===== src/rtl/lsu_pkg.sv =====
// rtl/lsu_pkg.sv - shared types and constants for the load/store unit
// Purpose: access-size encoding, FSM state type and the illegal-size code.
// Ports: none (package).
package lsu_pkg;

  typedef enum logic [1:0] {
    BYTE = 2'b00,
    HALF = 2'b01,
    WORD = 2'b10
  } size_t;

  localparam logic [1:0] SIZE_ILLEGAL = 2'b11;

  typedef enum logic [2:0] {
    IDLE,
    LOAD,
    STORE,
    RMW_RD,
    RMW_WR,
    RESP
  } lsu_state_t;

endpackage


===== src/rtl/load_store_unit_if.sv =====
// rtl/load_store_unit_if.sv - core and RAM port bundle of the load/store unit
// Purpose: groups the execute-stage request/response and the data RAM port.
// Ports:
//   core side : req, we, size, uns, addr, wdata -> LSU; rdata, done, fault, busy <- LSU
//   RAM side  : ram_we, ram_addr, ram_wdata <- LSU; ram_rdata, ram_busy -> LSU
//   master    : the environment (core + RAM); slave : the load/store unit
interface load_store_unit_if;
  logic        req;
  logic        we;
  logic [1:0]  size;
  logic        uns;
  logic [31:0] addr;
  logic [31:0] wdata;
  logic [31:0] rdata;
  logic        done;
  logic        fault;
  logic        busy;
  logic        ram_we;
  logic [31:0] ram_addr;
  logic [31:0] ram_wdata;
  logic [31:0] ram_rdata;
  logic        ram_busy;

  modport master (
    output req, we, size, uns, addr, wdata, ram_rdata, ram_busy,
    input  rdata, done, fault, busy, ram_we, ram_addr, ram_wdata
  );

  modport slave (
    input  req, we, size, uns, addr, wdata, ram_rdata, ram_busy,
    output rdata, done, fault, busy, ram_we, ram_addr, ram_wdata
  );
endinterface


===== src/rtl/lsu_align.sv =====
// rtl/lsu_align.sv - little-endian lane extraction/extension and store lane merge
// Purpose: purely combinational data alignment for loads and sub-word stores.
// Ports:
//   i_word   : RAM word for load extraction
//   i_old    : RAM word to be merged for a sub-word store
//   i_lane   : byte address bits [1:0]
//   i_size   : access size code
//   i_uns    : 1 = zero-extend, 0 = sign-extend
//   i_wdata  : right-justified store data (only the low halfword can be merged)
//   o_load   : extracted, extended load result
//   o_merged : i_old with the target lane replaced
module lsu_align
  import lsu_pkg::*;
(
  input  logic [31:0] i_word,
  input  logic [31:0] i_old,
  input  logic [1:0]  i_lane,
  input  logic [1:0]  i_size,
  input  logic        i_uns,
  input  logic [15:0] i_wdata,
  output logic [31:0] o_load,
  output logic [31:0] o_merged
);

  logic [7:0]  w_byte;
  logic [15:0] w_half;

  always_comb begin
    w_byte = i_word[7:0];
    case (i_lane)
      2'd1:    w_byte = i_word[15:8];
      2'd2:    w_byte = i_word[23:16];
      2'd3:    w_byte = i_word[31:24];
      default: w_byte = i_word[7:0];
    endcase
    // Halfwords are always 2-byte aligned here, so only lane bit 1 matters.
    w_half = i_lane[1] ? i_word[31:16] : i_word[15:0];
  end

  always_comb begin
    o_load = i_word;
    if (i_size == BYTE) begin
      o_load = {{24{~i_uns & w_byte[7]}}, w_byte};
    end else if (i_size == HALF) begin
      o_load = {{16{~i_uns & w_half[15]}}, w_half};
    end
  end

  always_comb begin
    o_merged = i_old;
    if (i_size == BYTE) begin
      case (i_lane)
        2'd1:    o_merged[15:8]  = i_wdata[7:0];
        2'd2:    o_merged[23:16] = i_wdata[7:0];
        2'd3:    o_merged[31:24] = i_wdata[7:0];
        default: o_merged[7:0]   = i_wdata[7:0];
      endcase
    end else if (i_size == HALF) begin
      if (i_lane[1]) o_merged[31:16] = i_wdata;
      else           o_merged[15:0]  = i_wdata;
    end
  end

endmodule


===== src/rtl/load_store_unit.sv =====
// rtl/load_store_unit.sv - data-memory access sequencer between execute stage and data RAM
// Purpose: byte/half/word loads and stores with fault checking, read-modify-write
//          for sub-word stores, and a one-cycle done/fault response.
// Ports:
//   clk  : clock
//   nRst : asynchronous active-low reset
//   bus  : load_store_unit_if.slave (core request/response and RAM port)
module load_store_unit
  import lsu_pkg::*;
#(
  parameter int MEM_WORDS = 64
) (
  input  logic             clk,
  input  logic             nRst,
  load_store_unit_if.slave bus
);

  // One bit wider than the address so that a full 4 GiB RAM still compares correctly.
  localparam logic [32:0] ADDR_LIMIT = 33'(MEM_WORDS) << 2;

  lsu_state_t  r_state;
  lsu_state_t  w_next;
  logic [1:0]  r_size;
  logic        r_uns;
  logic [31:0] r_addr;
  logic [31:0] r_wdata;
  logic [31:0] r_rdata;
  logic [31:0] r_merged;
  logic        r_fault;
  logic        w_reject;
  logic        w_ram_we;
  logic [31:0] w_ram_wdata;
  logic [31:0] w_load;
  logic [31:0] w_merged;

  // Evaluated on the live request inputs; only meaningful when accepting in IDLE.
  assign w_reject = (bus.size == SIZE_ILLEGAL)
                  | ((bus.size == HALF) & bus.addr[0])
                  | ((bus.size == WORD) & (bus.addr[1:0] != 2'b00))
                  | ({1'b0, bus.addr} >= ADDR_LIMIT);

  lsu_align u_align (
    .i_word   (bus.ram_rdata),
    .i_old    (bus.ram_rdata),
    .i_lane   (r_addr[1:0]),
    .i_size   (r_size),
    .i_uns    (r_uns),
    .i_wdata  (r_wdata[15:0]),
    .o_load   (w_load),
    .o_merged (w_merged)
  );

  always_ff @(posedge clk or negedge nRst) begin
    if (!nRst) r_state <= IDLE;
    else       r_state <= w_next;
  end

  // The kind of access (load / word store / sub-word store) is carried by the
  // state itself, so the store flag is consumed at dispatch and not kept.
  always_comb begin
    w_next = r_state;
    case (r_state)
      IDLE: begin
        if (bus.req) begin
          if (w_reject)              w_next = RESP;
          else if (!bus.we)          w_next = LOAD;
          else if (bus.size == WORD) w_next = STORE;
          else                       w_next = RMW_RD;
        end
      end
      LOAD, STORE: if (!bus.ram_busy) w_next = RESP;
      RMW_RD:      if (!bus.ram_busy) w_next = RMW_WR;
      RMW_WR:      if (!bus.ram_busy) w_next = RESP;
      RESP:        w_next = IDLE;
      default:     w_next = IDLE;
    endcase
  end

  always_comb begin
    w_ram_we    = 1'b0;
    w_ram_wdata = '0;
    case (r_state)
      STORE: begin
        w_ram_we    = 1'b1;
        w_ram_wdata = r_wdata;
      end
      RMW_WR: begin
        w_ram_we    = 1'b1;
        w_ram_wdata = r_merged;
      end
      default: ;
    endcase
  end

  always_ff @(posedge clk or negedge nRst) begin
    if (!nRst) begin
      r_size   <= '0;
      r_uns    <= 1'b0;
      r_addr   <= '0;
      r_wdata  <= '0;
      r_rdata  <= '0;
      r_merged <= '0;
      r_fault  <= 1'b0;
    end else begin
      case (r_state)
        IDLE: begin
          if (bus.req) begin
            r_size  <= bus.size;
            r_uns   <= bus.uns;
            r_addr  <= bus.addr;
            r_wdata <= bus.wdata;
            r_fault <= w_reject;
            // Cleared here so faults and stores answer with zero data.
            r_rdata <= '0;
          end
        end
        LOAD:    if (!bus.ram_busy) r_rdata  <= w_load;
        RMW_RD:  if (!bus.ram_busy) r_merged <= w_merged;
        default: ;
      endcase
    end
  end

  assign bus.done      = (r_state == RESP);
  assign bus.fault     = (r_state == RESP) & r_fault;
  assign bus.busy      = (r_state != IDLE);
  assign bus.rdata     = r_rdata;
  assign bus.ram_we    = w_ram_we;
  assign bus.ram_wdata = w_ram_wdata;
  assign bus.ram_addr  = {r_addr[31:2], 2'b00};

endmodule


===== src/flat_wrapper.sv =====
// flat-port wrapper written by rule: the top's interface ports become plain ports
module load_store_unit_flat import lsu_pkg::*;
#(
  parameter int MEM_WORDS = 64
)
  (clk, nRst, bus_req, bus_we, bus_size, bus_uns, bus_addr, bus_wdata, bus_ram_rdata, bus_ram_busy, bus_rdata, bus_done, bus_fault, bus_busy, bus_ram_we, bus_ram_addr, bus_ram_wdata);
  load_store_unit_if bus_i ();
  input  logic clk;
  input  logic nRst;
  input wire logic [$bits(bus_i.req)-1:0] bus_req;
  input wire logic [$bits(bus_i.we)-1:0] bus_we;
  input wire logic [$bits(bus_i.size)-1:0] bus_size;
  input wire logic [$bits(bus_i.uns)-1:0] bus_uns;
  input wire logic [$bits(bus_i.addr)-1:0] bus_addr;
  input wire logic [$bits(bus_i.wdata)-1:0] bus_wdata;
  input wire logic [$bits(bus_i.ram_rdata)-1:0] bus_ram_rdata;
  input wire logic [$bits(bus_i.ram_busy)-1:0] bus_ram_busy;
  output wire logic [$bits(bus_i.rdata)-1:0] bus_rdata;
  output wire logic [$bits(bus_i.done)-1:0] bus_done;
  output wire logic [$bits(bus_i.fault)-1:0] bus_fault;
  output wire logic [$bits(bus_i.busy)-1:0] bus_busy;
  output wire logic [$bits(bus_i.ram_we)-1:0] bus_ram_we;
  output wire logic [$bits(bus_i.ram_addr)-1:0] bus_ram_addr;
  output wire logic [$bits(bus_i.ram_wdata)-1:0] bus_ram_wdata;
  assign bus_i.req = bus_req;
  assign bus_i.we = bus_we;
  assign bus_i.size = bus_size;
  assign bus_i.uns = bus_uns;
  assign bus_i.addr = bus_addr;
  assign bus_i.wdata = bus_wdata;
  assign bus_i.ram_rdata = bus_ram_rdata;
  assign bus_i.ram_busy = bus_ram_busy;
  assign bus_rdata = bus_i.rdata;
  assign bus_done = bus_i.done;
  assign bus_fault = bus_i.fault;
  assign bus_busy = bus_i.busy;
  assign bus_ram_we = bus_i.ram_we;
  assign bus_ram_addr = bus_i.ram_addr;
  assign bus_ram_wdata = bus_i.ram_wdata;
  load_store_unit #(.MEM_WORDS(MEM_WORDS)) u_core (.clk(clk), .nRst(nRst), .bus(bus_i));
endmodule

===== config.mk =====
export PLATFORM = sky130hd
export DESIGN_NAME = load_store_unit_flat
export DESIGN_NICKNAME = d
export VERILOG_FILES = /design/src/rtl/lsu_pkg.sv /design/src/rtl/load_store_unit_if.sv /design/src/rtl/lsu_align.sv /design/src/rtl/load_store_unit.sv /design/src/flat_wrapper.sv
export SDC_FILE = /design/constraint.sdc
export NUM_CORES = 1
export LEC_CHECK = 0
export ABC_AREA = 1
export CAP_MARGIN = 20
export CORE_ASPECT_RATIO = 1.75
export CORE_MARGIN = 2
export CORE_UTILIZATION = 45
export DETAILED_ROUTE_END_ITERATION = 10
export PLACE_DENSITY = 0.78
export SETUP_SLACK_MARGIN = 0.2
export SYNTH_ARGS = -nofsm -noshare
export SYNTH_HDL_FRONTEND = slang
export SYNTH_HIERARCHICAL = 1
export SYNTH_SLANG_ARGS = --single-unit

===== constraint.sdc =====
create_clock -name clk -period 1.75 [get_ports clk]
set_input_delay 0.4375 -clock clk [delete_from_list [all_inputs] [get_ports clk]]
set_output_delay 0.4375 -clock clk [all_outputs]
set_load 0.02 [all_outputs]

==> results of run 1 <==
## flip-flops by register name (all words and copies together) (netlist names)
signal            count
u_core/bus.rdata     32
u_core/r_addr        32
u_core/r_fault        1
u_core/r_merged      32
u_core/r_size         2
u_core/r_state        3
u_core/r_uns          1
u_core/r_wdata       32
## power groups by stage
stage	registers (mW)	clock network (mW)	logic [mW]
3_3_place_gp	4.97	0	9.05
3_5_place_dp	4.98	0	9.21
6_report	5.21	3.91	13.6
4_1_cts	4.98	3.91	11.1
5_1_grt	5.30	4.07	14.4
2_1_floorplan	5.01	0	5.81
## tightest hold or removal path, stage by stage (launching register included)
cell,delay (ns)
dfrtp_1,0.36
nand2_2,0.05
nand2_1,0.04
## synthesized netlist by cell type (all sizes together)
cell,n,area share (%)
nand2,393,18
inv,163,7.5
dfrtp,135,41
o21ai,115,7.0
nand3,84,5.3
buf,79,6.8
nor2,38,2.7
a21oi,33,2.0
a22o,32,3.4
mux2,32,4.4
clkbuf,12,0.55
clkinv,1,0.046
conb,1,0.046
nand4,1,0.076
nor3,1,0.061
nor3b,1,0.092
nor4,1,0.076
o211ai,1,0.092
o31ai,1,0.26
## cells by family (layout without fill, tap and decap cells)
family	after synthesis	in the layout	share of synthesized area (%)
DFF	135	135	41.20
buffers and inverters	255	554	14.89
other	1	2	0.04573
and+or+nand+nor	519	519	26.67
AOI/OAI and AO/OA	182	182	12.80
muxes	32	32	4.394
## metal layers
layer	GRT usage, %	part of all wire [%]	wire length (microns)	up-vias
met5	0	0	0	-
met4	27.53	9.6	3402	0
met3	6.000	6.9	2452	233
met2	58.32	52	18310	586
met1	31.55	32	11360	4312
li1	-	-	-	4075
## layout make-up
| type | count | area (sq um) |
|---|---|---|
| clock buffers | 19 | 442.9 |
| clock inverters | 13 | 183.9 |
| fillers | 1132 | 4138 |
| inverters | 164 | 655.6 |
| multi-input cells | 735 | 4848 |
| flip-flops and latches | 135 | 3383 |
| well taps | 234 | 292.8 |
| repair buffers | 357 | 4021 |
| repair inverters | 1 | 7.507 |
## cells in the final DEF, fill, tap and decap left out, types with 14 or more instances in the layout
cell,n
o21ai_0,46
clkdlybuf4s50_1,102
nand3_2,14
buf_6,59
nand3_1,55
clkbuf_16,26
nand2_1,299
nor2_1,29
o21ai_1,33
a22o_4,31
inv_1,150
dfrtp_1,131
buf_12,28
buf_4,71
nand2_4,35
clkdlybuf4s15_2,21
a21oi_1,32
clkbuf_2,14
buf_16,14
buf_2,23
nand3_4,15
mux2_4,32
nand2_2,56
o21ai_2,36
## per-stage QoR
step	cell area (sq um)	hold slack (ns)	setup TNS (ns)
global route	13840	0.5202	-65.68
CTS	12850	0.4796	-20.33
global placement	11000	0.3761	-18.26
detailed placement	11000	0.3713	-19.53
finish	13840	0.4878	-60.60
floorplan	8541	0.1419	0
## what timing repair did
action / 4_1_cts / 5_1_grt
setup buffers: 28 / 16
hold endpoints to repair: 34 / 0
gates resized for setup: 541 / 253
gates cloned: 16 / 11
setup endpoints to repair: 228 / 193
hold buffers: 1 / 0
pin swaps: 27 / 20
## final timing paths
path,startpoint,endpoint,slack (ns),cells past startpoint
max,u_core/r_state[2],bus_ram_wdata[1],-0.53,8
min,u_core/r_addr[2],u_core/r_addr[2],0.49,2
max reg2reg,u_core/r_state[2],u_core/bus.rdata[26],-0.46,14
min reg2reg,u_core/r_addr[2],u_core/r_addr[2],0.49,2
max in group asynchronous,nRst,u_core/r_wdata[27],0.63,3
min in group asynchronous,nRst,u_core/r_addr[13],0.50,2
==> out/qor.txt, run 1 <==
clock sink count - 135
Worst-Skew Late Latency - 0.44 ns
CP Buf/Inv Count - 6
worst hold path type - reg -> reg
Max clock buf depth - 2
die span in x - 106.0 microns
n_diodes - 0
critical path's slowest cell - dfrtp_2
Clock power frac - 17.2%
Net Sw Frac - 46.14%
CTS Root Cell - clkbuf_16
H-tree depth - 4
Syn. warnings - 6
Power Total - 22.75 mW
Finished Layout Cells - 1658
CP arrival - 1.84 ns
Max FO, Critical Path - 6
Max Clock Skew - 0.01236 ns
Post-Syn Area - 8200 sq um
final setup margin - -0.5311 ns
Core Rows - 65
Routed Wire Length - 35520 microns
Iter 0 DRT Violations - 753
Yosys reg bits - 135
total congestion overflow - 0
Syn-to-layout area delta - 68.72%
core footprint - 17970 sq um
1st-pass router iterations - 7
placed instance count - 1554
violated checks - setup timing
routed len/inst - 21.42 microns
initial antenna violation count - 0
fin crit share - 130.3%
TritonCTS clock tree - built
number of global-route vias before repair - 9018
Max Cap Viol - 0
sequential share of the synthesized area - 41.20%
family with the most delay on the worst path - buffers and inverters
I/O Buffers - 201
pwr dens - 1645 nW/um^2
worst-path cell chain - buf_6 -> inv_8 -> nand3_4 -> inv_8 -> buf_12 -> buf_16 -> a22o_1 -> buf_6
CTS buffer count - 17
Worst Path Required - 1.31 ns
I/O pin count - 204
Leak - 7.117 nW
peak supply drop - 1.048 mV
count of final hold-check violations - 0
status - finished with violations
Syn Area/Cell - 7.296 sq um
Net Switching - 10.50 mW
Internal Power - 12.26 mW
final core occ - 76.98%
vias post-DR - 9206
Die Span Y - 182.6 microns
Residual DRC - 0
# setup viols final - 170
pin count of the biggest net entering global routing - 40
Seq pwr share - 22.9%
RSZ-0062 raised after global routing - true
final slew viol count - 0
gate count of the mapped netlist - 1124
routed vias/inst - 5.552
share of layout cells above drive strength 1 - 37.50%
final antenna-violating net count - 0
fmax - 438.4 MHz
DP Wirelength - 19570 microns
CP max stage delay - 0.45 ns
full die area - 19360 sq um
GRT Util Overall - 32.50%
critical path capture point type - output pin
fin nets - 1515
first-pass GRT wire length - 47730 microns
Routability Congestion - 0.9169
clock slew seen by the registers of the worst setup and hold paths - 0.07 ns
Yosys cell types - 30
Setup WS pre-CTS - -0.3979 ns
Logic pwr share - 59.9%
Initial Util - 45.62%
crit path time final - 2.281 ns
Worst setup SP type - flip-flop
crit path kind - reg -> out
Power figures use the tool's default switching activity.
==> inputs of run 2 (changes only) <==
--- a/config.mk
+++ b/config.mk
@@ -6,7 +6,7 @@
 export NUM_CORES = 1
 export LEC_CHECK = 0
 export ABC_AREA = 1
-export CAP_MARGIN = 20
+export CAP_MARGIN = 30
 export CORE_ASPECT_RATIO = 1.75
 export CORE_MARGIN = 2
 export CORE_UTILIZATION = 45
==> results of run 2 <==
No change in the layout: final DEF, timing and power equal those of run 1.
